File: src/rtl/stage2_conv_sched_pkg.sv
// stage2_conv_sched_pkg: parameter defaults, FSM state encoding and small
// width helpers shared by the stage-2 conv scheduler and its tag FIFO.
package stage2_conv_sched_pkg;

   localparam int ST2_CO       = 3;
   localparam int ST2_OY       = 8;
   localparam int ST2_OX       = 8;
   localparam int ST2_PIPE_LAT = 3;
   localparam int ST2_CREDITS  = 4;

   typedef enum logic [1:0] {
      ST2_S_IDLE  = 2'd0,
      ST2_S_ISSUE = 2'd1,
      ST2_S_DRAIN = 2'd2,
      ST2_S_DONE  = 2'd3
   } st2_state_e;

   // Index width for a range of n values; never narrower than one bit.
   function automatic int st2_w(input int n);
      return (n > 1) ? $clog2(n) : 1;
   endfunction

   function automatic int st2_max(input int a, input int b);
      return (a > b) ? a : b;
   endfunction

endpackage

File: src/rtl/stage2_conv_sched_tag_fifo.sv
// stage2_tag_fifo: small synchronous FIFO holding {co,y,x} tags of beats in
// flight. Head is combinational so a result can be tagged in the cycle it
// returns. Push and pop in the same cycle are accepted even when full; a pop
// of an empty FIFO is ignored (the push, if any, is still stored).
module stage2_tag_fifo
   import stage2_conv_sched_pkg::*;
#(
   parameter int WIDTH = 8,
   parameter int DEPTH = 4
)
(
   input  logic             clk,
   input  logic             reset_n,
   input  logic             i_push,
   input  logic [WIDTH-1:0] i_push_data,
   input  logic             i_pop,
   output logic [WIDTH-1:0] o_head,
   output logic             o_full,
   output logic             o_empty
);

   localparam int PTR_W = st2_w(DEPTH);
   localparam int CNT_W = $clog2(DEPTH + 1);
   localparam logic [PTR_W-1:0] PTR_LAST = PTR_W'(DEPTH - 1);
   localparam logic [CNT_W-1:0] CNT_FULL = CNT_W'(DEPTH);

   logic [WIDTH-1:0] mem_q [DEPTH];
   logic [PTR_W-1:0] wr_ptr_q, wr_ptr_d;
   logic [PTR_W-1:0] rd_ptr_q, rd_ptr_d;
   logic [CNT_W-1:0] count_q, count_d;
   logic             push_ok;
   logic             pop_ok;

   assign o_full  = (count_q == CNT_FULL);
   assign o_empty = (count_q == '0);
   assign pop_ok  = i_pop && !o_empty;
   assign push_ok = i_push && (!o_full || pop_ok);
   assign o_head  = mem_q[rd_ptr_q];

   // Next pointers and occupancy
   always_comb begin
      wr_ptr_d = wr_ptr_q;
      rd_ptr_d = rd_ptr_q;
      count_d  = count_q;
      if (push_ok) begin
         wr_ptr_d = (wr_ptr_q == PTR_LAST) ? '0 : wr_ptr_q + 1'b1;
      end
      if (pop_ok) begin
         rd_ptr_d = (rd_ptr_q == PTR_LAST) ? '0 : rd_ptr_q + 1'b1;
      end
      if (push_ok && !pop_ok) begin
         count_d = count_q + 1'b1;
      end else if (!push_ok && pop_ok) begin
         count_d = count_q - 1'b1;
      end
   end

   // Pointer and occupancy registers
   always_ff @(posedge clk or negedge reset_n) begin
      if (!reset_n) begin
         wr_ptr_q <= '0;
         rd_ptr_q <= '0;
         count_q  <= '0;
      end else begin
         wr_ptr_q <= wr_ptr_d;
         rd_ptr_q <= rd_ptr_d;
         count_q  <= count_d;
      end
   end

   // Tag storage; contents are don't-care until written, head is gated by the user
   always_ff @(posedge clk) begin
      if (push_ok) begin
         mem_q[wr_ptr_q] <= i_push_data;
      end
   end

endmodule

File: src/rtl/stage2_conv_sched.sv
// stage2_conv_sched: walks every (co, oy, ox) output point of the stage-2 conv
// layer, issuing one engine beat per point under credit and fmap-ready
// throttling, and tags each returning engine result with its coordinates.
// Optional ST2_SCHED_PERF_EN adds stall and pass-length counters.
module stage2_conv_sched
   import stage2_conv_sched_pkg::*;
#(
   parameter int CO       = ST2_CO,
   parameter int OY       = ST2_OY,
   parameter int OX       = ST2_OX,
   parameter int PIPE_LAT = ST2_PIPE_LAT,
   parameter int CREDITS  = ST2_CREDITS
)
(
   input  logic                 clk,
   input  logic                 reset_n,
   input  logic                 i_start,
   input  logic                 i_fmap_ready,
   output logic                 o_in_valid,
   output logic [st2_w(CO)-1:0] o_co_idx,
   output logic [st2_w(OY)-1:0] o_win_y,
   output logic [st2_w(OX)-1:0] o_win_x,
   input  logic                 i_ot_valid,
   output logic                 o_res_valid,
   output logic [st2_w(CO)-1:0] o_res_co,
   output logic [st2_w(OY)-1:0] o_res_y,
   output logic [st2_w(OX)-1:0] o_res_x,
   input  logic                 i_credit_ret,
   output logic                 o_busy,
   output logic                 o_done,
   output logic                 o_err
`ifdef ST2_SCHED_PERF_EN
   ,
   output logic [15:0]          o_stall_cnt,
   output logic [19:0]          o_pass_cyc
`endif
);

   localparam int CO_W   = st2_w(CO);
   localparam int OY_W   = st2_w(OY);
   localparam int OX_W   = st2_w(OX);
   localparam int TAG_W  = CO_W + OY_W + OX_W;
   localparam int FIFO_D = st2_max(PIPE_LAT + 1, CREDITS);
   localparam int CR_W   = $clog2(CREDITS + 1);
   localparam int IF_W   = $clog2(CO * OY * OX + 1);

   localparam logic [CO_W-1:0] CO_LAST = CO_W'(CO - 1);
   localparam logic [OY_W-1:0] OY_LAST = OY_W'(OY - 1);
   localparam logic [OX_W-1:0] OX_LAST = OX_W'(OX - 1);
   localparam logic [CR_W-1:0] CR_MAX  = CR_W'(CREDITS);

   st2_state_e       state_q, state_d;
   logic [CO_W-1:0]  co_q, co_d;
   logic [OY_W-1:0]  oy_q, oy_d;
   logic [OX_W-1:0]  ox_q, ox_d;
   logic [CR_W-1:0]  credit_q, credit_d;
   logic [IF_W-1:0]  inflight_q, inflight_d;
   logic             err_q, err_d;
   logic             fire;
   logic             last_pt;
   logic             credit_ovf;
   logic             fifo_full, fifo_empty;
   logic             fifo_ovf, fifo_udf;
   logic             res_hit;
   logic [TAG_W-1:0] head_tag;

   assign fire    = (state_q == ST2_S_ISSUE) && i_fmap_ready && (credit_q != '0);
   assign last_pt = (co_q == CO_LAST) && (oy_q == OY_LAST) && (ox_q == OX_LAST);

   // A pop always frees a slot when the FIFO is non-empty, so a full FIFO only
   // overflows when no result returns in the same cycle.
   assign fifo_ovf = fire && fifo_full && !i_ot_valid;
   assign fifo_udf = i_ot_valid && fifo_empty;
   assign res_hit  = i_ot_valid && !fifo_empty;

   assign o_in_valid  = fire;
   assign o_co_idx    = co_q;
   assign o_win_y     = oy_q;
   assign o_win_x     = ox_q;
   assign o_res_valid = i_ot_valid;
   assign {o_res_co, o_res_y, o_res_x} = res_hit ? head_tag : '0;
   assign o_busy = (state_q == ST2_S_ISSUE) || (state_q == ST2_S_DRAIN);
   assign o_done = (state_q == ST2_S_DONE);
   assign o_err  = err_q;

   stage2_tag_fifo #(
      .WIDTH (TAG_W),
      .DEPTH (FIFO_D)
   ) u_tag_fifo (
      .clk         (clk),
      .reset_n     (reset_n),
      .i_push      (fire),
      .i_push_data ({co_q, oy_q, ox_q}),
      .i_pop       (i_ot_valid),
      .o_head      (head_tag),
      .o_full      (fifo_full),
      .o_empty     (fifo_empty)
   );

   // Pass sequencing; DRAIN exits on the cycle the last result is consumed so
   // o_done follows the final result by exactly one cycle.
   always_comb begin
      state_d = state_q;
      case (state_q)
         ST2_S_IDLE:  if (i_start) state_d = ST2_S_ISSUE;
         ST2_S_ISSUE: if (fire && last_pt) state_d = ST2_S_DRAIN;
         ST2_S_DRAIN: if (inflight_d == '0) state_d = ST2_S_DONE;
         ST2_S_DONE:  state_d = ST2_S_IDLE;
         default:     state_d = ST2_S_IDLE;
      endcase
   end

   // Output-point walk: ox innermost, co outermost; the final point wraps all to 0
   always_comb begin
      co_d = co_q;
      oy_d = oy_q;
      ox_d = ox_q;
      if (fire) begin
         if (ox_q == OX_LAST) begin
            ox_d = '0;
            if (oy_q == OY_LAST) begin
               oy_d = '0;
               co_d = (co_q == CO_LAST) ? '0 : co_q + 1'b1;
            end else begin
               oy_d = oy_q + 1'b1;
            end
         end else begin
            ox_d = ox_q + 1'b1;
         end
      end
   end

   // Credit, in-flight and sticky error bookkeeping
   always_comb begin
      credit_d   = credit_q;
      inflight_d = inflight_q;
      credit_ovf = 1'b0;
      if (fire && !i_credit_ret) begin
         credit_d = credit_q - 1'b1;
      end else if (!fire && i_credit_ret) begin
         if (credit_q == CR_MAX) begin
            credit_ovf = 1'b1;
         end else begin
            credit_d = credit_q + 1'b1;
         end
      end
      if (fire && !i_ot_valid) begin
         inflight_d = inflight_q + 1'b1;
      end else if (!fire && i_ot_valid && (inflight_q != '0)) begin
         inflight_d = inflight_q - 1'b1;
      end
      err_d = err_q | credit_ovf | fifo_ovf | fifo_udf;
   end

   // State and counter registers
   always_ff @(posedge clk or negedge reset_n) begin
      if (!reset_n) begin
         state_q    <= ST2_S_IDLE;
         co_q       <= '0;
         oy_q       <= '0;
         ox_q       <= '0;
         credit_q   <= CR_MAX;
         inflight_q <= '0;
         err_q      <= 1'b0;
      end else begin
         state_q    <= state_d;
         co_q       <= co_d;
         oy_q       <= oy_d;
         ox_q       <= ox_d;
         credit_q   <= credit_d;
         inflight_q <= inflight_d;
         err_q      <= err_d;
      end
   end

`ifdef ST2_SCHED_PERF_EN
   logic [15:0] stall_q;
   logic [19:0] pass_q;
   logic        start_acc;

   assign start_acc   = (state_q == ST2_S_IDLE) && i_start;
   assign o_stall_cnt = stall_q;
   assign o_pass_cyc  = pass_q;

   // Count ISSUE cycles that could not fire (fmap or credit stall)
   always_ff @(posedge clk or negedge reset_n) begin
      if (!reset_n) begin
         stall_q <= '0;
      end else if (start_acc) begin
         stall_q <= '0;
      end else if ((state_q == ST2_S_ISSUE) && !fire && (stall_q != 16'hFFFF)) begin
         stall_q <= stall_q + 1'b1;
      end
   end

   // Pass length: every non-idle cycle from the one after i_start through DONE
   always_ff @(posedge clk or negedge reset_n) begin
      if (!reset_n) begin
         pass_q <= '0;
      end else if (start_acc) begin
         pass_q <= '0;
      end else if ((state_q != ST2_S_IDLE) && (pass_q != 20'hFFFFF)) begin
         pass_q <= pass_q + 1'b1;
      end
   end
`endif

endmodule

File: config.mk
export PLATFORM = sky130hd
export DESIGN_NAME = stage2_conv_sched
export DESIGN_NICKNAME = d
export VERILOG_FILES = /design/src/rtl/stage2_conv_sched_pkg.sv /design/src/rtl/stage2_conv_sched_tag_fifo.sv /design/src/rtl/stage2_conv_sched.sv
export SDC_FILE = /design/constraint.sdc
export NUM_CORES = 1
export LEC_CHECK = 0
export ABC_AREA = 1
export ABC_CLOCK_PERIOD_IN_PS = 2060
export CAP_MARGIN = 20
export CORE_MARGIN = 1.5
export CORE_UTILIZATION = 33
export DETAILED_ROUTE_END_ITERATION = 8
export PLACE_DENSITY_LB_ADDON = 0.15
export SLEW_MARGIN = 20
export SYNTH_ARGS = -nofsm -noshare
export SYNTH_HDL_FRONTEND = slang
export SYNTH_HIERARCHICAL = 1
export SYNTH_SLANG_ARGS = --single-unit
File: constraint.sdc
create_clock -name clk -period 2.06 [get_ports clk]
set_input_delay 0.412 -clock clk [delete_from_list [all_inputs] [get_ports clk]]
set_output_delay 0.412 -clock clk [all_outputs]
set_load 0.005 [all_outputs]
Word level (Yosys, flattened, before mapping)
Memories as Yosys holds them, arrays and structs flattened.
Index checks and enable logic that the tools add are counted.
{"block": "totals", "reg_bits": 29, "mem_bits_rw": 32, "in_bits": 6, "elab_cells": 98, "n_memories": 1}
{"block": "op_classes", "add_sub_neg": 11, "n_eq_ne": 14, "n_mux": 22, "bitwise_logic": 3, "n_reduce_logical": 37}
{"memory": "u_tag_fifo.mem_q", "words": 4, "width": 8, "rd": 1, "rd_ports_with_merged_regs": 0, "wr": 1, "line": "stage2_conv_sched_tag_fifo.sv:27", "source": "logic [WIDTH-1:0] mem_q [DEPTH];"}
{"cell": "8-bit two-way mux", "n": 3}
{"cell": "3-bit two-way mux", "n": 7}
{"cell": "1-bit logical AND", "n": 17}
{"cell": "3-bit by 1-bit adder with 3-bit output (second input constant)", "n": 4}
{"cell": "3-bit equality test (second input constant)", "n": 4}
{"cell": "2-bit two-way mux", "n": 6}
{"cell": "2-bit equality test (second input constant)", "n": 5}
{"cell": "8-bit by 1-bit adder with 8-bit output (second input constant)", "n": 1}
{"cell": "8-bit zero test", "n": 1}
{"cell": "2-bit one-hot mux with 4 select lines", "n": 1}
{"cell": "8-bit nonzero test", "n": 1}
{"cell": "8-bit by 1-bit subtractor with 8-bit output (second input constant)", "n": 1}
{"cell": "1-bit zero test", "n": 7}
{"cell": "2-bit by 1-bit adder with 2-bit output (second input constant)", "n": 3}
{"cell": "3-bit AND reduction", "n": 2}
{"cell": "3-bit by 1-bit subtractor with 3-bit output (second input constant)", "n": 2}
{"cell": "1-bit two-way mux", "n": 5}
{"cell": "2-bit by 1-bit != test with 1-bit output (second input constant)", "n": 2}
{"cell": "2-bit != test (second input constant)", "n": 2}
{"cell": "2-bit AND reduction", "n": 2}
{"cell": "2-bit nonzero test", "n": 2}
{"cell": "3-bit zero test", "n": 1}
{"cell": "1-bit OR", "n": 3}
{"cell": "3-bit nonzero test", "n": 1}
{"cell": "3 further kinds", "n": 4}

Logic depth before layout (Yosys ltp)
Gate-level depths: netlist of run 1.
{"block": "logic_depth", "word_depth": 11, "mapped_depth": 19}

By module
The synthesis of run 1 kept the hierarchy.
{"mod": "stage2_tag_fifo", "instances": 1, "cells_each": 154, "area_per_inst_um2": 1813.0, "seq_area_each_um2": 1136.1}
{"mod": "stage2_conv_sched", "instances": 1, "cells_each": 228, "area_per_inst_um2": 1706.6, "seq_area_each_um2": 551.8}

Worst setup path before layout of run 1
Ideal clock, no wire load.
{"block": "synth_timing", "kind": "register -> register", "start": "register state_q[1]", "end": "register credit_q[2]", "setup_time_ps": 75, "arrival_ps": 2030, "slack_ps": -44, "stages_incl_launch_ff": 13, "cell_sequence": "dfrtp_1 inv_1 ha_1 nand2_1 inv_2 nand2_8 inv_4 ha_1 inv_1 fa_1 or2_2 nand3_1 xor2_1"}
{"block": "synth_via", "elab_chain_cells": 7, "word_cells_on_any_way": 10, "cone_classes": "eq/ne (2); mux (1); reduce/logical (7)"}
{"item": "start: declaration", "line": "stage2_conv_sched.sv:52", "source": "st2_state_e state_q, state_d;"}
{"item": "start signal: assignment", "line": "stage2_conv_sched.sv:166", "source": "state_q <= state_d;"}
{"item": "2-bit by 1-bit equality test with 1-bit output *", "line": "stage2_conv_sched.sv:67", "source": "assign fire = (state_q == ST2_S_ISSUE) && i_fmap_ready && (credit_q != '0);"}
{"item": "1-bit logical AND * (2 in a row)", "line": "stage2_conv_sched.sv:67"}
{"item": "net o_in_valid", "line": "stage2_conv_sched.sv:19", "source": "output logic o_in_valid,"}
{"item": "1-bit zero test", "line": "stage2_conv_sched.sv:140", "source": "end else if (!fire && i_credit_ret) begin"}
{"item": "1-bit logical AND", "line": "stage2_conv_sched.sv:140"}
{"item": "2-bit nonzero test (no source line)"}
{"item": "2-bit AND reduction (no source line)"}
{"item": "end signal: assignment", "line": "stage2_conv_sched.sv:170", "source": "credit_q <= credit_d;"}
{"item": "end: declaration", "line": "stage2_conv_sched.sv:56", "source": "logic [CR_W-1:0] credit_q, credit_d;"}
Mark *: on every way through the listed nets, which the timed path passes. The rest lies on a longest branch.
A chain may end at the register's enable or synchronous reset.

Final worst setup path of run 1
{"block": "layout_timing", "start": "register state_q[0]", "end": "register state_q[1]"}
{"block": "layout_via", "elab_chain_cells": 11, "word_cells_on_any_way": 19, "cone_classes": "eq/ne (6); mux (3); reduce/logical (10)"}
{"item": "2-bit by 1-bit equality test with 1-bit output", "line": "stage2_conv_sched.sv:67, stage2_conv_sched.sv:104"}
{"item": "1-bit logical AND (2 in a row)", "line": "stage2_conv_sched.sv:67"}
{"item": "1-bit zero test", "line": "stage2_conv_sched.sv:149", "source": "end else if (!fire && i_ot_valid && (inflight_q != '0)) begin"}
{"item": "1-bit logical AND (2 in a row)", "line": "stage2_conv_sched.sv:149"}
{"item": "8-bit two-way mux", "line": "stage2_conv_sched.sv:149"}
{"item": "8-bit two-way mux", "line": "stage2_conv_sched.sv:147", "source": "if (fire && !i_ot_valid) begin"}
{"item": "8-bit zero test", "line": "stage2_conv_sched.sv:107", "source": "ST2_S_DRAIN: if (inflight_d == '0) state_d = ST2_S_DONE;"}
{"item": "2-bit by 1-bit != test with 1-bit output (no source line)"}
{"item": "3-bit AND reduction (no source line)"}
Parallel ways exist; a longest one is shown, timed or not.

==> flow_summary.toml, run 1 <==
[outcome]
status = "finished, final reports clean"

[synth]
yosysTopAreaCell = "edfxtp_1"
netlist_instances = 382
syn_avg_cell_area_um2 = 9.21
yosysWarnings = 6
ys_seq_elements = 61
synth_cell_type_count = 37
syn_area_um2 = 3520
seq_area_frac_synth = 0.480
synth_area_leaders = "edfxtp_1 (27%), dfrtp_1 (20%), nand2_1 (9.3%)"
yosys.area.top_type_share = 0.273
synthesis.nets = 409

[worst_setup_path]
critPathKind = "reg -> reg"
crit_path_end_kind = "register"
crit_chain = "ha_4 -> nand2_2 -> inv_2 -> nand2_8 -> buf_12 -> nand2_8 -> nor2_8 -> nand2_2 -> nand2_1 -> nand2_1 -> nand2_2 -> nand3_2 -> nor2_2 -> nand2_2 -> nand2_2 -> nand2_2 -> nand2_1 -> nand2_1"
cp_max_fo = 7
required_ns = 2.30
cpMaxStageDelayCell = "dfrtp_1"
cpMostUsedCell = "nand2_2"
max_stage_delay_ns = 0.42
startpoint_type = "register"
cp.arrival_ns = 2.26

[sta]
finalSetupViolations = 0
relSlewSlack = 0.730
timing.final.crit_period_ns = 2.02
rsz0062_at_grt = "true"
min_period_over_period = 0.983
max_freq_mhz = 494
hold_viol_final = 0
slew_viol_final = 0
tns_ns = 0
finalHoldWorstSlack_ns = 0.457
tightest_slew_ns = 0.405
finClkSkew_ns = 0.0119

[pwr]
power_density_nw_per_um2 = 1350
p_sw_mw = 2.46
intPower_mw = 3.93
p_seq_frac = 0.298
p_comb_frac = 0.514
p_leak_nw = 2.25
netSwitchingFraction = 0.384
clkPwrFrac = 0.188
peakVddDrop_mv = 0.584

[floorplan]
coreArea_um2 = 10300
start_util = 0.341
die_area_um2 = 11300
rows = 37
die_height_um = 106
die_w_um = 106
ios = 27

[global_routing]
track_usage = 0.138
antenna_found_initial = 0
grt_max_degree = 33
grt-ovfl-total = 0
first_global_vias = 2517
grt_first_pass_wirelength_um = 12000

[worst_hold_path]
hold_path_class = "in -> async"

[clock_tree]
numCtsBuffers = 9
insertion_delay_ns = 0.34
cts_sinks = 61
cts_buffer_depth = 2
cts_tree = "done"
cts_htree_levels = 3
clk_pin_slew_ns = 0.08
clock-root-buffer = "clkbuf_8"

[placement]
place_inst = 582
io_buffers = 26
gp_congestion = 0.844
hpwl_um = 5030

[route]
antenna_left = 0
dr.pass1.iters = 4
viasPerCell = 4.36
drc = 0
drt_wl_total_um = 7120
wl_per_cell_um = 11.6
vias = 2681
first_iter_violations = 66

[cells_and_area]
layout_common_cells = "nand2_1 (77), buf_4 (61), inv_1 (58)"
syn_to_final_growth_pct = 34.9
fin_nets = 501
diodes = 0
layout-drive-gt1-share = 0.344
fillers = 1002
final_cells = 615
final_common_cell = "nand2_1"

[run]
max_cap_violations = 0
## Yosys cell counts (all sizes together)
| master | count |
|---|---|
| or2 | 5 |
| buf | 10 |
| nand3 | 21 |
| fa | 2 |
| clkbuf | 2 |
| o21a | 2 |
| xnor2 | 1 |
| xor2 | 4 |
| inv | 69 |
| nand4 | 6 |
| dfrtp | 28 |
| dfstp | 1 |
| a21oi | 20 |
| edfxtp | 32 |
| ha | 19 |
| nor3 | 2 |
| nand2 | 96 |
| o211ai | 8 |
| a31oi | 1 |
| nor2 | 33 |
| o21ai | 20 |
## area by class of cell
cell class / count / area (µm²) / area share
Sequential cell: 61 / 1690 / 0.355
Multi-Input combinational cell: 240 / 1600 / 0.338
Timing Repair Buffer: 93 / 792 / 0.167
Inverter: 69 / 274 / 0.0577
Tap cell: 136 / 170 / 0.0358
Clock buffer: 9 / 124 / 0.0261
Clock inverter: 7 / 97.6 / 0.0205
## state kept, by name, indices dropped and copies added (netlist names), 3 cells and up
name	count
u_tag_fifo/mem_q	32
inflight_q	8
credit_q	3
o_win_x	3
o_win_y	3
u_tag_fifo/count_q	3
## what timing repair did
action,CTS,global route
pin swaps,16,20
hold endpoints to repair,0,0
gates cloned,0,0
gates resized for setup,48,31
hold buffers,0,0
buffers inserted,9,8
endpoints found under the setup margin,14,12
## critical path: cells and delay by family, from the launching register on
| family | cells | cell delay [ns] |
|---|---|---|
| AND/OR/NAND/NOR | 15 | 1.13 |
| flip-flops | 1 | 0.42 |
| adder cells (fa/ha/maj) | 1 | 0.18 |
| buffers and inverters | 2 | 0.17 |
## power groups by stage
| stage | registers (mW) | logic (mW) | clock network (mW) |
|---|---|---|---|
| after floorplan | 1.87 | 1.90 | 0 |
| after global placement | 1.92 | 2.88 | 0 |
| after detailed placement | 1.92 | 2.94 | 0 |
| after CTS | 1.90 | 3.09 | 1.24 |
| after global routing | 1.95 | 3.72 | 1.29 |
| final | 1.90 | 3.28 | 1.20 |
## cells by family after synthesis
logic type / after synthesis / synth area share
simple gates: 163 / 0.226
fa+ha+maj: 21 / 0.0789
compound gates: 51 / 0.0917
xor+xnor: 5 / 0.0124
flops: 61 / 0.480
buf+inv: 81 / 0.112
## through the flow
stage	cell area [µm²]	power (mW)	utilization	setup WS (ns)
2_1_floorplan	3530	3.77	-	0.0193
3_3_place_gp	4250	4.80	0.412	-0.334
3_5_place_dp	4250	4.85	0.412	-0.344
4_1_cts	4610	6.23	0.447	-0.0379
5_1_grt	4750	6.96	0.460	-0.0907
6_report	4750	6.39	0.460	0.0359
## final timing paths
check	from	endpoint	slack, ns	depth (start not counted)
max	state_q[0]$_DFFE_PN0P_	state_q[1]$_DFFE_PN0P_	0.04	18
min	reset_n	state_q[1]$_DFFE_PN0P_	0.46	2
max reg2reg	state_q[0]$_DFFE_PN0P_	state_q[1]$_DFFE_PN0P_	0.04	18
min reg2reg	o_err$_DFF_PN0_	o_err$_DFF_PN0_	0.50	2
max in group asynchronous	reset_n	credit_q[2]$_DFFE_PN1P_	1.28	2
min in group clk	o_err$_DFF_PN0_	o_err$_DFF_PN0_	0.50	2
## metal layers
layer / routed length (µm) / track usage / up-vias
met5: 0 / 0 / -
met4: 128 / 0.0434 / 0
met3: 212 / 0.0337 / 12
met2: 3370 / 0.223 / 28
met1: 3410 / 0.181 / 1241
li1: - / - / 1400
Note: power is estimated with default switching activity, not from simulation.
==> run 2, diff against run 1 <==
--- a/config.mk
+++ b/config.mk
@@ -12,2 +12,3 @@
 export CORE_UTILIZATION = 33
+export CTS_CLUSTER_DIAMETER = 80
 export DETAILED_ROUTE_END_ITERATION = 8
==> constraint.sdc (replaced) <==
create_clock -name clk -period 2.06 [get_ports clk]
set_input_delay 0.309 -clock clk [delete_from_list [all_inputs] [get_ports clk]]
set_output_delay 0.309 -clock clk [all_outputs]
set_load 0.005 [all_outputs]
==> run 2 against run 1 <==
  * Via count down 0.97%
  * Clock power down 21%
  * Clock skew down 0.0034 ns
  * Register-to-register slack about the same
  * Sequential cell count unchanged
  * Total power down 6.1%
  * First-iteration DRC count up 3.0%
  * Fmax up 0.25%
  * Utilization down 1.6 points
  * Global-route usage down 0.52 points
  * Final cell count down 1.5%
  * Die area unchanged
  * Largest cell class unchanged
  * Highest routed layer unchanged
==> flow_summary.toml, run 2 (same netlist as run 1, synthesis figures left out) <==
[outcome]
status = "finished, final reports clean"

[clock_tree]
insertion_delay_ns = 0.34
clock-root-buffer = "clkbuf_8"
cts_buffer_depth = 2
cts_tree = "done"
clk_pin_slew_ns = 0.07
numCtsBuffers = 9
cts_htree_levels = 3
cts_sinks = 61

[placement]
hpwl_um = 4900
io_buffers = 26
dpl_worst_slack_ns = -0.217
gp_congestion = 0.829

[sta]
relSlewSlack = 0.738
max_freq_mhz = 495
rsz0062_at_grt = "true"
timing.final.ws_setup_ns = 0.0409
timing.final.crit_period_ns = 2.02
finalSetupViolations = 0
min_period_over_period = 0.980
finClkSkew_ns = 0.00853
finalHoldWorstSlack_ns = 0.360
tns_ns = 0
tightest_slew_ns = 0.393
slew_viol_final = 0
hold_viol_final = 0

[route]
dr.pass1.iters = 5
drc = 0
first_iter_violations = 68
antenna_left = 0
wl_per_cell_um = 11.8
vias = 2655
viasPerCell = 4.38
drt_wl_total_um = 7140

[worst_setup_path]
required_ns = 2.29
crit_path_end_kind = "register"
startpoint_type = "register"
reg2reg_from = "state_q[1]$_DFFE_PN0P_"
cp.arrival_ns = 2.25
cp_max_fo = 7
critPathKind = "reg -> reg"
crit_start = "state_q[1]$_DFFE_PN0P_"

[floorplan]
start_util = 0.341
die_area_um2 = 11300
rows = 37
die_w_um = 106
die_height_um = 106
coreArea_um2 = 10300
ios = 27

[cells_and_area]
fillers = 1012
largest_register_ffs = 32
top_register = "u_tag_fifo/mem_q"
diodes = 0
top_regs = "u_tag_fifo/mem_q: 32 flops, inflight_q: 8 flops"
multi_input_area_um2 = 1520
seqCellArea_um2 = 1690
syn_to_final_growth_pct = 30.1
layout-drive-gt1-share = 0.291
layout_common_cells = "nand2_1 (78), inv_1 (62), buf_4 (53)"
fin_nets = 492
final_common_cell = "nand2_1"

[global_routing]
grt_max_degree = 33
grt-ovfl-total = 0
antenna_found_initial = 0
grt_first_pass_wirelength_um = 11600
track_usage = 0.133
first_global_vias = 2483

[pwr]
clkPwrFrac = 0.158
power_density_nw_per_um2 = 1310
p_leak_nw = 2.20
p_sw_mw = 2.39
p_seq_frac = 0.313
finalPower_mw = 6.00
p_comb_frac = 0.529
netSwitchingFraction = 0.398
intPower_mw = 3.61
peakVddDrop_mv = 0.535

[run]
max_cap_violations = 0

[worst_hold_path]
hold_path_class = "in -> async"
-- run 2: cell count changes in the layout (fill, tap and decap cells not counted), sizes merged --
cell / previous run / this run
inv: 70 / 71
bufinv: 2 / 0
buf: 70 / 57
clkbuf: 13 / 10
clkinvlp: 2 / 0
clkdlybuf4s15: 0 / 3
dlygate4sd2: 4 / 7
clkinv: 2 / 5
clkdlybuf4s50: 14 / 15
-- run 2: path summary, 6_finish.rpt --
check                                     endpoint  slack (ns)  cells after the start
min reg2reg                        o_err$_DFF_PN0_        0.52                      2
min in group clk                   o_err$_DFF_PN0_        0.52                      2
max reg2reg                 state_q[1]$_DFFE_PN0P_        0.04                     18
min                         state_q[1]$_DFFE_PN0P_        0.36                      2
max                         state_q[1]$_DFFE_PN0P_        0.04                     18
max in group asynchronous  credit_q[2]$_DFFE_PN1P_        1.38                      2
-- run 2: repair_timing --
action / CTS / global route
hold endpoints to repair: 0 / 0
setup buffers: 3 / 8
endpoints found under the setup margin: 13 / 5
gates resized for setup: 18 / 22
hold buffers: 0 / 0
cloned: 0 / 1
pin swaps: 1 / 17
-- run 2: layout make-up --
type | count | area share
Multi-Input combinational cell | 240 | 0.333
Sequential cell | 61 | 0.369
Inverter | 69 | 0.0582
Timing Repair Buffer | 84 | 0.165
Clock buffer | 9 | 0.0270
Clock inverter | 7 | 0.0109
Tap cell | 136 | 0.0372
-- run 2: metrics by stage --
| stage | std cells | util | cell area, µm² |
|---|---|---|---|
| CTS | 597 | 0.430 | 4440 |
| detailed placement | 578 | 0.409 | 4220 |
| global route | 606 | 0.444 | 4580 |
| finish | 606 | 0.444 | 4580 |
| floorplan | 382 | - | 3530 |
| global placement | 578 | 0.409 | 4220 |
-- run 2: critical path, cell delays in order, from the launching register on --
cell and delay (ns):
dfrtp_1 0.39, inv_2 0.08, ha_4 0.14, nand2_2 0.05, inv_2 0.08, nand2_8 0.07, buf_12 0.14, nand2_8 0.08
nor2_8 0.05, nand2_2 0.06, nand2_2 0.05, a21oi_2 0.15, nand2_1 0.10, nor2_2 0.13, nand2_2 0.08, nand2_2 0.09
nand2_2 0.05, nand2_1 0.07, nand2_1 0.05
-- run 2: layer usage --
metal  track usage  routed length, µm  part of all wire
met5             0                  0                 0
met4        0.0618                148             0.021
met3        0.0288                275             0.038
met2         0.213               3420              0.48
met1         0.169               3300              0.46
-- run 2: power by group through the flow --
stage               Clock [mW]  Sequential, mW  Combinational, mW
global placement             0            1.90               2.88
finish                   0.947            1.88               3.17
floorplan                    0            1.87               1.90
global route              1.04            1.92               3.60
detailed placement           0            1.90               2.93
CTS                      0.995            1.88               2.98
==> run 3, diff against run 2 <==
Settings changed: SLEW_MARGIN 20 to unset.
==> results of run 3 <==
The final DEF is identical to that of run 2; final timing and power are the same.
==> RTL change 1, RTL diff (config.mk and constraints of run 3) <==
`ST2_OY`: 8 -> 16.
--- a/src/rtl/stage2_conv_sched_pkg.sv
+++ b/src/rtl/stage2_conv_sched_pkg.sv
@@ -4,5 +4,5 @@
 
    localparam int ST2_CO       = 3;
-   localparam int ST2_OY       = 8;
+   localparam int ST2_OY       = 16;
    localparam int ST2_OX       = 8;
    localparam int ST2_PIPE_LAT = 3;
Ports: changed (resized o_res_y and o_win_y); port bits go from 27 to 29. The function was not compared with the original's and may differ.
==> RTL change 1 against run 3 <==
- via count up 8.7%
- maximum frequency rose by 0.96%
- worst hold slack improved by 23 ps
- critical path type unchanged
- synthesized area up 7.3%
- critical endpoint is now state_q[0]
- first-iteration DRC count increased by 85%
- routed wire length rose by 13%
- power up 21%
- design area up 11%
- synthesized cell count grew 9.7%
- clock power up 85%
- sequential cell count increased by 6
- worst setup slack better by 19 ps
==> RTL change 1: results (changes against run 3) <==
detailed_routing:
  first_iter_violations: 126  # +85%
  first_pass_iters: 4  # -1
  wl_met3_um: 175  # -36%
  routed-via-count: 2885  # +8.7%
setup_path:
  r2r-end: "state_q[0]"
  critPathMaxFanout: 6  # -1
  reg2reg_slack_ps: 60  # +20 ps
  worstRegToRegCells: 16  # -2
  cp_data_arrival_time_ps: 2210  # -40 ps
placement:
  port_buffers: 28  # +7.7%
  dpl.hpwl_um: 5660  # +15%
  place_inst: 624  # +8.0%
  place_area_um2: 4540  # +7.5%
yosys:
  ys_seq_area_share_pct: 49.2  # +1.2 points
  synth.area.top_cells: "edfxtp_1 (29%), dfrtp_1 (20%), nand2_1 (11%), inv_1 (6.3%), ha_1 (5.6%)"
  syn-instance-count: 419  # +9.7%
  synth_edf_count: 36  # +13%
  yosys-top-cells-count: "nand2_1 (108), inv_1 (63), edfxtp_1 (36), dfrtp_1 (30)"
  async_flop_share_pct: 46.3  # -1.3 points
  ys_types: 41  # +11%
clock_network:
  cts-resized-gates: 17  # -1
  clockRootBuffer: "clkbuf_16"
  path_clk_slew_ps: 50  # -20 ps
  clock_latency_ps: 320  # -20 ps
run_status:
  status: "finished clean"
sta:
  skew_ps: 4.89  # -3.64 ps
  worst_pin_slew_ps: 419  # +25.6 ps
  holdWs_ps: 384  # +23.2 ps
cells_and_area:
  finalNetCount: 534  # +8.5%
  largest_reg_flops: 36  # +13%
grt:
  grt_pass1_wl_um: 13400  # +15%
power:
  p_int_mw: 4.62  # +28%
  p_leak_nw: 2.40  # +9.3%
-- RTL change 1: cell types whose count changed after synthesis, sizes merged, moves of 4 or more --
| cell | delta |
|---|---|
| nand3 | +8 |
| edfxtp | +4 |
| nand2 | +25 |
| nor2 | +5 |
| xor2 | +4 |
| a21oi | -4 |
| o21ai | -6 |
-- RTL change 1: power groups by stage --
stage	logic, mW	registers (mW)	clock network (mW)
finish	3.52	2.01	1.75
CTS	3.34	2.01	1.79
global placement	3.15	2.02	0
global route	3.95	2.05	1.85
detailed placement	3.20	2.03	0
floorplan	2.02	2.03	0
-- RTL change 1: cell families after synthesis --
family	count (synthesis)	share of synthesized area, %
compound gates	44	7.62
simple gates	199	24.6
buf+inv	80	9.61
fa+ha+maj	19	6.69
xor+xnor	10	2.32
flops	67	49.2
-- RTL change 1: cell type report --
cell class                      count  area [um2]
Fill cell                        1064        5880
Multi-Input combinational cell    272        1660
Tap cell                          140         175
Timing Repair Buffer               89         798
Inverter                           70         270
Clock inverter                      6         113
Clock buffer                       10         229
Sequential cell                    67        1860
-- RTL change 1: how the worst max path moves through the flow --
stage | startpoint | to | slack, ps | cells after the start
after floorplan | state_q[1] | credit_q[2] | 0.1 | 12
after global placement | i_ot_valid | u_tag_fifo/count_q[2] | -160 | 13
after detailed placement | i_fmap_ready | credit_q[2] | -180 | 11
after CTS | state_q[1] | credit_q[2] | 4 | 12
after global routing | state_q[1] | state_q[1] | -70 | 16
final | state_q[1] | state_q[0] | 60 | 16
-- RTL change 1: routing by layer --
layer  up-vias  GRT usage, %
li1       1515             -
met1      1336          17.7
met2        32          25.7
met3         2          3.06
met4         0          4.36
met5         -             0
==> RTL change 2, RTL diff (config.mk and constraints of run 3) <==
Without the edit above. Encoding of `st2_state_e`: now one-hot (4 bits for 4 states).
--- a/src/rtl/stage2_conv_sched_pkg.sv
+++ b/src/rtl/stage2_conv_sched_pkg.sv
@@ -9,9 +9,9 @@
    localparam int ST2_CREDITS  = 4;
 
-   typedef enum logic [1:0] {
-      ST2_S_IDLE  = 2'd0,
-      ST2_S_ISSUE = 2'd1,
-      ST2_S_DRAIN = 2'd2,
-      ST2_S_DONE  = 2'd3
+   typedef enum logic [3:0] {
+      ST2_S_IDLE  = 4'b0001,
+      ST2_S_ISSUE = 4'b0010,
+      ST2_S_DRAIN = 4'b0100,
+      ST2_S_DONE  = 4'b1000
    } st2_state_e;
 
Behaviour: same outputs for any inputs over 4 cycles, from zero or initial values and one cycle with reset_n low; so few cycles prove little.
==> RTL change 2 against run 3 <==
- design area rose by 1.6%
- global-route usage rose by 1.0 points
- worst setup slack improved by 17 ps
- power shrank 5.6%
- routed wire length is 7.6% higher
- first-iteration DRC count rose by 31%
- sequential cell count rose by 2
- synthesized area down 0.85%
- critical path type unchanged
- largest power group unchanged
==> RTL change 2: results (changes against run 3) <==
setup_path:
  slowest_stage: "dfstp_2"
  worstRegToRegCells: 11  # -7
  cp_top_family: "flip-flops"
  critPathMaxFanout: 3  # -4
  cp_data_arrival_time_ps: 2280  # +30 ps
grt:
  grt_pass1_vias: 2591  # +4.3%
  grt_use_met1_pct: 17.8  # +0.84 points
  grt_pass1_wl_um: 12400  # +7.2%
  grt_usage_pct: 14.2  # +1.0 points
  grt.met2_usage_pct: 23.9  # +2.6 points
yosys:
  yosys-top-cells-count: "nand2_1 (87), inv_1 (68), edfxtp_1 (32), dfrtp_1 (29), nor2_1 (28)"
  synth.area.top_cells: "edfxtp_1 (28%), dfrtp_1 (21%), nand2_1 (9.4%), inv_1 (7.3%), ha_1 (5.4%)"
  yosys_warnings: 6  # unchanged
  syn-instance-count: 378  # -1.0%
  syn-num-nets: 401  # -2.0%
  async_flop_share_pct: 49.2  # +1.7 points
power:
  ir_worst_vdd_mv: 0.599  # +12%
  swShare_pct: 38.1  # -1.7 points
  p_leak_nw: 2.18  # -1.1%
clock_network:
  cts_setup_buffers: 6  # +3
  cts-resized-gates: 12  # -6
detailed_routing:
  first_iter_violations: 89  # +31%
  wl_met3_um: 251  # -8.7%
  wl_met2_um: 3800  # +11%
  first_pass_iters: 4  # -1
  met1_length_um: 3520  # +6.5%
  wl_um: 7680  # +7.6%
  viasPerCell: 4.39  # +0.14%
flow_run:
  max_cap_violations: 0  # unchanged
sta:
  worst_pin_slew_ps: 445  # +52.1 ps
  skew_ps: 9.22  # +0.695 ps
cells_and_area:
  finalNetCount: 491  # -0.20%
  final_cells: 609  # +0.50%
  nFillCells: 1050  # +3.8%
  drive_gt1_share_pct: 31.3  # +2.1 points
  reg_top3: "u_tag_fifo/mem_q (32), inflight_q (8), state_q (4)"
placement:
  place_inst: 562  # -2.8%
  post-place-ws_ps: -184  # +33.0 ps
  place_area_um2: 4090  # -3.1%
  dpl.hpwl_um: 4990  # +1.8%
  place_congestion: 0.789  # -4.8%
run_status:
  status: "finished clean"
## RTL change 2: cell count changes in the layout (fill, tap and decap cells not counted), sizes merged, moves of 4 or more
cell / delta
nand3: +12
a21oi: -10
nor2: +5
ha: -4
nor3: +4
clkbuf: +4
## RTL change 2: cell families (layout without fill, tap and decap cells)
logic type / count (synthesis) / count (layout) / share of synthesized area (%)
AO/OA/AOI/OAI: 39 / 39 / 7.49
XOR/XNOR: 4 / 4 / 1.00
adder cells (fa/ha/maj): 17 / 17 / 6.53
buffers and inverters: 77 / 172 / 10.2
flip-flops: 63 / 63 / 49.8
AND/OR/NAND/NOR: 178 / 178 / 24.9
## RTL change 2: cell type report
type	count	area [um2]	share of cell area [%]
Sequential cell	63	1740	37.5
Multi-Input combinational cell	238	1480	31.8
Timing Repair Buffer	88	805	17.3
Inverter	68	258	5.54
Tap cell	136	170	3.66
Clock buffer	9	124	2.66
Clock inverter	7	71.3	1.53
## RTL change 2: path summary, 6_finish.rpt
check	startpoint	end	slack (ps)
max	credit_q[2]	credit_q[2]	60
max reg2reg	credit_q[2]	credit_q[2]	60
min	reset_n	o_win_y[1]	380
min reg2reg	u_tag_fifo/wr_ptr_q[1]	u_tag_fifo/wr_ptr_q[1]	530
min in group clk	u_tag_fifo/wr_ptr_q[1]	u_tag_fifo/wr_ptr_q[1]	530
max in group asynchronous	reset_n	u_tag_fifo/rd_ptr_q[0]	1330
## RTL change 2: power by group through the flow
stage / Sequential [mW] / Combinational, mW / Clock (mW)
after floorplan: 1.89 / 1.58 / 0
after global placement: 1.96 / 2.22 / 0
after detailed placement: 1.97 / 2.24 / 0
after CTS: 1.92 / 2.31 / 1.13
after global routing: 2.00 / 3.01 / 1.19
final: 1.96 / 2.63 / 1.08
